==> src/rtl/dpram_initiator.sv <==
// Request-side controller for a dual-port RAM serving two clients (A, B).
// Writes share one bus with round-robin arbitration; reads use each client's own port.
module dpram_initiator #(
  parameter int AW     = 2,
  parameter int DW     = 4,
  parameter int RW     = 16,
  parameter int RD_LAT = 1,
  parameter int CW     = 8
) (
  input  logic          clck,
  input  logic          rst,
  input  logic          a_req_valid,
  output logic          a_req_ready,
  input  logic          a_req_we,
  input  logic [AW-1:0] a_req_addr,
  input  logic [DW-1:0] a_req_wdata,
  output logic          a_rsp_valid,
  output logic [RW-1:0] a_rsp_rdata,
  input  logic          b_req_valid,
  output logic          b_req_ready,
  input  logic          b_req_we,
  input  logic [AW-1:0] b_req_addr,
  input  logic [DW-1:0] b_req_wdata,
  output logic          b_rsp_valid,
  output logic [RW-1:0] b_rsp_rdata,
  output logic [1:0]    ram_write,
  output logic [AW-1:0] ram_address,
  output logic [DW-1:0] ram_data_a,
  output logic [DW-1:0] ram_data_b,
  output logic          ram_read_a,
  output logic [AW-1:0] ram_address_read_a,
  output logic          ram_read_b,
  output logic [AW-1:0] ram_address_read_b,
  input  logic [RW-1:0] ram_data_out_a,
  input  logic [RW-1:0] ram_data_out_b,
  output logic [CW-1:0] conflict_cnt
);

  localparam logic [2:0] LAST_WAIT = 3'(RD_LAT - 1);

  typedef enum logic [1:0] {IDLE, ISSUE, WAIT, RESP} state_e;

  // Index 0 is client A, index 1 is client B throughout.
  logic [1:0]    reqValid;
  logic [1:0]    reqWe;
  logic [AW-1:0] reqAddr [2];
  logic [DW-1:0] reqWdata [2];
  logic [RW-1:0] ramRdata [2];

  logic [1:0]    idle;
  logic [1:0]    ready;
  logic [1:0]    accept;
  logic [1:0]    writeAccept;
  logic          contention;

  logic [1:0]    ramRead;
  logic [AW-1:0] ramAddrRead [2];
  logic [DW-1:0] ramData [2];
  logic [1:0]    rspValid;
  logic [RW-1:0] rspRdata [2];

  logic          rrB_q;
  logic [1:0]    ramWrite_q;
  logic [AW-1:0] ramAddress_q;
  logic [CW-1:0] conflictCnt_q;

  assign reqValid    = {b_req_valid, a_req_valid};
  assign reqWe       = {b_req_we, a_req_we};
  assign reqAddr[0]  = a_req_addr;
  assign reqAddr[1]  = b_req_addr;
  assign reqWdata[0] = a_req_wdata;
  assign reqWdata[1] = b_req_wdata;
  assign ramRdata[0] = ram_data_out_a;
  assign ramRdata[1] = ram_data_out_b;

  // Only simultaneous writes from two idle clients contend; the pointer holder wins.
  assign contention  = (&idle) & (&reqValid) & (&reqWe);
  assign ready[0]    = rst & idle[0] & ~(contention & rrB_q);
  assign ready[1]    = rst & idle[1] & ~(contention & ~rrB_q);
  assign accept      = reqValid & ready;
  assign writeAccept = accept & reqWe;

  always_ff @(posedge clck or negedge rst) begin
    if (!rst) begin
      rrB_q         <= 1'b0;
      ramWrite_q    <= 2'b00;
      ramAddress_q  <= '0;
      conflictCnt_q <= '0;
    end else begin
      ramWrite_q <= {writeAccept[0], writeAccept[1]};
      if (writeAccept[0]) begin
        ramAddress_q <= reqAddr[0];
      end else if (writeAccept[1]) begin
        ramAddress_q <= reqAddr[1];
      end
      if (contention) begin
        rrB_q <= ~rrB_q;
        if (conflictCnt_q != '1) begin
          conflictCnt_q <= conflictCnt_q + CW'(1);
        end
      end
    end
  end

  for (genvar g = 0; g < 2; g++) begin : gClient
    state_e        state_q;
    state_e        state_d;
    logic          isWrite_q;
    logic [2:0]    waitCnt_q;
    logic          lastWait;
    logic          writeIssue;
    logic          ramRead_q;
    logic [AW-1:0] ramAddrRead_q;
    logic [DW-1:0] ramData_q;
    logic          rspValid_q;
    logic [RW-1:0] rspRdata_q;

    assign lastWait   = (state_q == WAIT) && (waitCnt_q == LAST_WAIT);
    assign writeIssue = (state_q == ISSUE) && isWrite_q;

    always_comb begin
      state_d = state_q;
      unique case (state_q)
        IDLE:    if (accept[g]) state_d = ISSUE;
        ISSUE:   state_d = isWrite_q ? RESP : WAIT;
        WAIT:    if (lastWait) state_d = RESP;
        RESP:    state_d = IDLE;
        default: state_d = IDLE;
      endcase
    end

    // Response is launched one edge early so rsp_valid is itself a flop output.
    always_ff @(posedge clck or negedge rst) begin
      if (!rst) begin
        state_q       <= IDLE;
        isWrite_q     <= 1'b0;
        waitCnt_q     <= '0;
        ramRead_q     <= 1'b0;
        ramAddrRead_q <= '0;
        ramData_q     <= '0;
        rspValid_q    <= 1'b0;
        rspRdata_q    <= '0;
      end else begin
        state_q    <= state_d;
        ramRead_q  <= accept[g] & ~reqWe[g];
        rspValid_q <= writeIssue | lastWait;
        if (accept[g]) begin
          isWrite_q <= reqWe[g];
          if (reqWe[g]) begin
            ramData_q <= reqWdata[g];
          end else begin
            ramAddrRead_q <= reqAddr[g];
          end
        end
        if (state_q == WAIT) begin
          waitCnt_q <= waitCnt_q + 3'd1;
        end else begin
          waitCnt_q <= '0;
        end
        if (writeIssue) begin
          rspRdata_q <= '0;
        end else if (lastWait) begin
          rspRdata_q <= ramRdata[g];
        end
      end
    end

    assign idle[g]        = (state_q == IDLE);
    assign ramRead[g]     = ramRead_q;
    assign ramAddrRead[g] = ramAddrRead_q;
    assign ramData[g]     = ramData_q;
    assign rspValid[g]    = rspValid_q;
    assign rspRdata[g]    = rspRdata_q;
  end

  assign a_req_ready        = ready[0];
  assign b_req_ready        = ready[1];
  assign a_rsp_valid        = rspValid[0];
  assign b_rsp_valid        = rspValid[1];
  assign a_rsp_rdata        = rspRdata[0];
  assign b_rsp_rdata        = rspRdata[1];
  assign ram_write          = ramWrite_q;
  assign ram_address        = ramAddress_q;
  assign ram_data_a         = ramData[0];
  assign ram_data_b         = ramData[1];
  assign ram_read_a         = ramRead[0];
  assign ram_read_b         = ramRead[1];
  assign ram_address_read_a = ramAddrRead[0];
  assign ram_address_read_b = ramAddrRead[1];
  assign conflict_cnt       = conflictCnt_q;

endmodule

==> config.mk <==
export PLATFORM = sky130hd
export DESIGN_NAME = dpram_initiator
export DESIGN_NICKNAME = d
export VERILOG_FILES = /design/src/rtl/dpram_initiator.sv
export SDC_FILE = /design/constraint.sdc
export NUM_CORES = 1
export LEC_CHECK = 0
export CAP_MARGIN = 10
export CORE_AREA = 2 2 89 91
export CTS_CLUSTER_DIAMETER = 50
export CTS_CLUSTER_SIZE = 28
export DETAILED_ROUTE_END_ITERATION = 16
export DIE_AREA = 0 0 91 93
export PLACE_DENSITY_LB_ADDON = 0.3
export SYNTH_ARGS = -nofsm -noshare
export SYNTH_HDL_FRONTEND = slang
export SYNTH_SLANG_ARGS = --single-unit
==> constraint.sdc <==
create_clock -name clck -period 3.14 [get_ports clck]
set_input_delay 0.785 -clock clck [delete_from_list [all_inputs] [get_ports clck]]
set_output_delay 0.785 -clock clck [all_outputs]
set_load 0.05 [all_outputs]
# Word level (Yosys, flattened, before mapping)
# Cells that the tools add are included.
word_totals:
  register_bits: 73
  elab_cells: 90
classes:
  n_addsub: 3
  n_eq_ne: 11
  n_mux: 16
  bitwise: 19
  n_reduce_logical: 21
op_table:
  columns: ["operator", "n"]
  rows:
  - ["two-way mux 16 bit", 4]
  - ["AND reduction 2 bit", 10]
  - ["one-hot mux 2 bit (4 select lines)", 2]
  - ["two-way mux 2 bit", 6]
  - ["bitwise AND 1 bit", 10]
  - ["adder 8 x 1 -> 8 bit (second input constant)", 1]
  - ["== test 2 bit (second input constant)", 4]
  - ["inequality test 8 bit (second input constant)", 1]
  - ["adder 3 x 1 -> 3 bit (second input constant)", 2]
  - ["logical NOT 3 bit", 2]
  - ["two-way mux 3 bit", 2]
  - ["nonzero test 2 bit", 3]
  - ["NOT 1 bit", 5]
  - ["bitwise AND 2 bit", 2]
  - ["== test 2 x 1 -> 1 bit (second input constant)", 2]
  - ["logical AND 1 bit", 4]
  - ["logical NOT 2 bit", 2]
  - ["inequality test 2 x 1 -> 1 bit (second input constant)", 2]
  - ["inequality test 2 bit (second input constant)", 2]
  - ["two-way mux 1 bit", 2]
  - ["bitwise OR 1 bit", 2]

# Longest topological paths before layout
logic_depth:
  ltp_word: 11
  mapped_depth: 7
  mapped_depth_nobuf: 6

# Worst setup path before layout
# OpenSTA, ideal clock, no wires.
synth_timing:
  path_kind: "input-to-output"
  from: "in a_req_valid"
  to: "out a_req_ready"
  t_arrival_ns: 1.834
  slack_ns: 0.521
  stages: 3
  n_path_buf: 0
  cell_sequence: "nand3_1 -> nor2_2 -> a21oi_1"
synth_via:
  elab_chain_cells: 6
synth_rtl:
  columns: ["item", "line", "text"]
  rows:
  - ["from (decl)", "12", "input logic a_req_valid,"]
  - ["AND reduction 2 bit", "77", "assign contention = (&idle) & (&reqValid) & (&reqWe);"]
  - ["bitwise AND 1 bit (2 in series)", "77", null]
  - ["bitwise AND 1 bit", "78", "assign ready[0] = rst & idle[0] & ~(contention & rrB_q);"]
  - ["NOT 1 bit", "78", null]
  - ["bitwise AND 1 bit", "78", null]
  - ["to (decl)", "13", "output logic a_req_ready,"]
# Every way passes these cells.

# Worst setup path in the final report
layout_timing:
  from: "in a_req_we"
  to: "out b_req_ready"
layout_via:
  elab_chain_cells: 5
layout_rtl:
  columns: ["item", "line", "text"]
  rows:
  - ["from (decl)", "14", "input logic a_req_we,"]
  - ["AND reduction 2 bit", "77", null]
  - ["bitwise AND 1 bit", "77", null]
  - ["bitwise AND 1 bit", "79", "assign ready[1] = rst & idle[1] & ~(contention & ~rrB_q);"]
  - ["NOT 1 bit", "79", null]
  - ["bitwise AND 1 bit", "79", null]
  - ["to (decl)", "20", "output logic b_req_ready,"]
# Every way passes these cells.

==> run_summary.xml <==
<?xml version="1.0" encoding="UTF-8"?>
<metrics>
  <group name="floorplanning">
    <metric name="die_x" unit="µm">91</metric>
    <metric name="die_height" unit="µm">93</metric>
    <metric name="dieArea" unit="mm²">0.00846</metric>
    <metric name="std_cell_rows" unit="">32</metric>
    <metric name="floorplan.initialDensity" unit="">0.410</metric>
    <metric name="design.core.area" unit="mm²">0.00753</metric>
    <metric name="ioPinCount" unit="">112</metric>
  </group>
  <group name="run_status">
    <metric name="outcome" unit="">completed</metric>
  </group>
  <group name="min_path">
    <metric name="worst_hold_path_type" unit="">in -&gt; async</metric>
  </group>
  <group name="power">
    <metric name="cell_internal_power_dissipation" unit="mW">2.67</metric>
    <metric name="comb_power_share" unit="">0.525</metric>
    <metric name="power.clock.fraction" unit="">0.168</metric>
    <metric name="report.power.total" unit="mW">4.73</metric>
    <metric name="power_density" unit="mW/mm²">1040</metric>
    <metric name="switching_share" unit="">0.436</metric>
    <metric name="static-leakage-power" unit="nW">2.07</metric>
    <metric name="netSwitchingPower" unit="mW">2.07</metric>
    <metric name="worst_voltage_drop_across_the_vdd_grid" unit="V">0.000634</metric>
    <metric name="power.share.sequential" unit="">0.308</metric>
  </group>
  <group name="logic_synthesis">
    <metric name="synth.distinct_cells" unit="">41</metric>
    <metric name="synth_enable_flop_cells" unit="">0</metric>
    <metric name="synth_seq_cells" unit="">73</metric>
    <metric name="post_synth.cell_area_avg" unit="µm²">13.4</metric>
    <metric name="synth.top_cells.by_count" unit="">dfrtp_1 (73), a22o_1 (32), mux2_2 (20)</metric>
    <metric name="synth_most_common_cell" unit="">dfrtp_1</metric>
    <metric name="synthesis.nets" unit="">293</metric>
    <metric name="synth_sequential_area_ratio" unit="">0.592</metric>
    <metric name="yosys-top-cells-area" unit="">dfrtp_1 (59%), a22o_1 (9.1%), mux2_2 (7.3%)</metric>
    <metric name="yosysWarnings" unit="">0</metric>
    <metric name="ys_dominant_reg_cell" unit="">dfrtp_1</metric>
    <metric name="postSynthCellCount" unit="">230</metric>
    <metric name="syn_area" unit="mm²">0.00309</metric>
    <metric name="asyncSetResetFlopFracSynth" unit="">1.00</metric>
    <metric name="post-synth-top-area-fraction" unit="">0.592</metric>
    <metric name="yosysTopAreaCell" unit="">dfrtp_1</metric>
  </group>
  <group name="final_layout">
    <metric name="final_nets" unit="">416</metric>
    <metric name="layout.core_utilization" unit="">0.607</metric>
    <metric name="layout-area-overhead-vs-synth" unit="%">47.9</metric>
    <metric name="share_of_final_layout_standard_cells_stronger_than_drive_strength_1" unit="">0.145</metric>
    <metric name="antenna_cells" unit="">0</metric>
    <metric name="final_cell_area" unit="mm²">0.00457</metric>
  </group>
  <group name="clock_network">
    <metric name="clock_tree.root_cell" unit="">clkbuf_8</metric>
    <metric name="clkSlewWorstSetupHoldPaths" unit="ns">0.08</metric>
    <metric name="postCtsHoldBufs" unit="">0</metric>
    <metric name="postCtsSetupBuffers" unit="">0</metric>
    <metric name="numCtsBuffers" unit="">9</metric>
    <metric name="cts_tree" unit="">done</metric>
    <metric name="ctsResizeCount" unit="">0</metric>
    <metric name="insertion_delay" unit="ns">0.33</metric>
    <metric name="cts_num_sinks" unit="">73</metric>
    <metric name="h-tree-depth" unit="">3</metric>
    <metric name="clockBufferDepth" unit="">2</metric>
  </group>
  <group name="drt">
    <metric name="met3_length" unit="µm">227</metric>
    <metric name="finalWirelength" unit="µm">6870</metric>
    <metric name="drt_first_pass_iters" unit="">4</metric>
    <metric name="drc" unit="">0</metric>
    <metric name="vias" unit="">2283</metric>
    <metric name="viasPerCell" unit="">4.96</metric>
    <metric name="route.antenna.remaining_nets" unit="">0</metric>
    <metric name="top_layer_used" unit="">met4</metric>
    <metric name="detail_route.iter0.violations" unit="">53</metric>
    <metric name="drt-wirelength-per-cell" unit="µm">14.9</metric>
    <metric name="length_of_routed_met2_wiring" unit="µm">3550</metric>
    <metric name="wirelength_met1" unit="µm">2950</metric>
  </group>
  <group name="timing">
    <metric name="setup-tns-final" unit="ns">0</metric>
    <metric name="rsz0062_at_grt" unit="">false</metric>
    <metric name="final_hold_viol_count" unit="">0</metric>
    <metric name="timing.fmax" unit="MHz">354</metric>
    <metric name="post-route-min-period" unit="ns">2.82</metric>
    <metric name="finClkSkew" unit="ns">0.00951</metric>
    <metric name="relative_slew_slack" unit="">0.597</metric>
    <metric name="finalCritPeriodShare" unit="">0.899</metric>
    <metric name="layout_setup_ws" unit="ns">0.316</metric>
    <metric name="finish_stage_setup_viols" unit="">0</metric>
    <metric name="number_of_pins_exceeding_their_max_slew_limit_in_the_final_report" unit="">0</metric>
    <metric name="worst_pin_slew" unit="ns">0.605</metric>
  </group>
  <group name="critical_path">
    <metric name="timing.critical_path.slowest_stage_cell" unit="">clkdlybuf4s50_1</metric>
    <metric name="critical_path.max_fanout" unit="">6</metric>
    <metric name="critPathRequiredTime" unit="ns">2.35</metric>
    <metric name="worstSetupPathDepth" unit="">4</metric>
    <metric name="setup.worst_path.start_class" unit="">primary input</metric>
    <metric name="timing.critical_path.arrival" unit="ns">2.04</metric>
    <metric name="criticalPathCategory" unit="">in -&gt; out</metric>
    <metric name="critPathBufInv" unit="">2</metric>
    <metric name="slowest_delay" unit="ns">0.59</metric>
    <metric name="endpoint_kind" unit="">output pin</metric>
    <metric name="reg2reg_depth" unit="">5</metric>
    <metric name="critical_path.cell_chain" unit="">clkdlybuf4s50_1, nand4b_2, o211a_1, buf_4</metric>
    <metric name="crit_family" unit="">buffers and inverters</metric>
  </group>
  <group name="grt">
    <metric name="grt_max_degree" unit="">48</metric>
    <metric name="groute.usage.overall" unit="">0.169</metric>
    <metric name="grt_remaining_overflow" unit="">0</metric>
    <metric name="grt_pass1_vias" unit="">2336</metric>
    <metric name="grt_antenna_before_repair" unit="">0</metric>
    <metric name="global_route_wire_length_before_repair" unit="µm">11300</metric>
  </group>
  <group name="place">
    <metric name="post_detailed_placement_half_perimeter_wirelength" unit="µm">5030</metric>
    <metric name="finalWeightedCongestion" unit="">0.787</metric>
    <metric name="io_buffer_count" unit="">111</metric>
    <metric name="dpl_worst_slack" unit="ns">0.316</metric>
    <metric name="postPlaceCellArea" unit="mm²">0.00435</metric>
  </group>
  <group name="run">
    <metric name="cap_violations" unit="">0</metric>
  </group>
</metrics>
==> layout make-up <==
type                            count  area [µm²]
Clock buffer                       10         128
Clock inverter                      6        91.3
Fill cell                         654        2960
Inverter                           15        56.3
Multi-Input combinational cell    136        1180
Sequential cell                    73        1830
Tap cell                          102         128
Timing Repair Buffer              118        1160
==> registers in the layout (all words and copies together), names as in the netlist <==
register            count
a_rsp_rdata            16
a_rsp_valid             1
b_rsp_rdata            16
b_rsp_valid             1
conflict_cnt            8
gClient.isWrite_q       2
gClient.state_q         4
gClient.waitCnt_q       6
ram_address             2
ram_address_read_a      2
ram_address_read_b      2
ram_data_a              4
ram_data_b              4
ram_read_a              1
ram_read_b              1
ram_write               2
rrB_q                   1
==> metal layers <==
| metal | vias to the layer above | track usage |
|---|---|---|
| met5 | - | 0 |
| met4 | 0 | 0.0821 |
| met3 | 9 | 0.0314 |
| met2 | 54 | 0.276 |
| met1 | 1135 | 0.218 |
| li1 | 1085 | - |
==> final timing paths <==
| kind | startpoint | endpoint | slack, ns |
|---|---|---|---|
| setup reg to reg | gClient[0].state_q[0] | ram_address[1] | 1.04 |
| hold reg to reg | gClient[0].waitCnt_q[0] | gClient[0].waitCnt_q[0] | 0.47 |
| max in group asynchronous | rst | b_rsp_rdata[11] | 2.03 |
| setup / recovery | a_req_we | b_req_ready | 0.32 |
| hold / removal | rst | conflict_cnt[5] | 0.28 |
| min in group clck | gClient[0].waitCnt_q[0] | gClient[0].waitCnt_q[0] | 0.47 |
==> metrics by stage <==
step,hold WS [ns],instances
6_report,0.282,460
5_1_grt,0.265,460
4_1_cts,0.267,460
3_5_place_dp,0.464,444
3_3_place_gp,0.449,444
2_1_floorplan,0.431,230
==> worst reg2reg max path, delay by kind of cell (launching register included) <==
| family | cells | cell delay, ns |
|---|---|---|
| compound gates | 1 | 0.54 |
| fa+ha+maj | 1 | 0.34 |
| mux | 1 | 0.40 |
| buf+inv | 1 | 0.14 |
| flops | 1 | 0.39 |
| simple gates | 1 | 0.18 |
==> power groups by stage <==
| stage | clock, mW | sequential, mW | combinational, mW |
|---|---|---|---|
| after CTS | 0.824 | 1.46 | 2.52 |
| after global placement | 0 | 1.46 | 2.46 |
| after detailed placement | 0 | 1.47 | 2.51 |
| final | 0.794 | 1.46 | 2.48 |
| after global routing | 0.867 | 1.50 | 2.66 |
| after floorplan | 0 | 2.32 | 0.814 |
==> cells by family (layout without fill, tap and decap cells) <==
kind of cell | Yosys count | after routing | share of synthesized area
XOR/XNOR | 6 | 6 | 0.0170
AND/OR/NAND/NOR | 39 | 39 | 0.0843
AO/OA/AOI/OAI | 58 | 58 | 0.155
flip-flops | 73 | 73 | 0.592
multiplexers | 20 | 20 | 0.0730
buffers and inverters | 21 | 149 | 0.0259
adder cells (fa/ha/maj) | 13 | 13 | 0.0527
==> cells in the final DEF (no fill, tap or decap), types with 4 or more instances in the layout <==
master | synthesis | final
dfrtp_1 | 73 | 73
clkdlybuf4s50_1 | 0 | 108
nor2b_1 | 4 | 4
a22o_1 | 32 | 32
nor2_1 | 4 | 4
nand3_1 | 8 | 8
mux2_2 | 20 | 20
a21oi_1 | 8 | 8
buf_4 | 0 | 10
inv_1 | 15 | 15
clkbuf_8 | 0 | 9
nand2_1 | 5 | 5
ha_1 | 13 | 13
and2_1 | 5 | 5
Note: power is estimated with default switching activity, not from simulation.
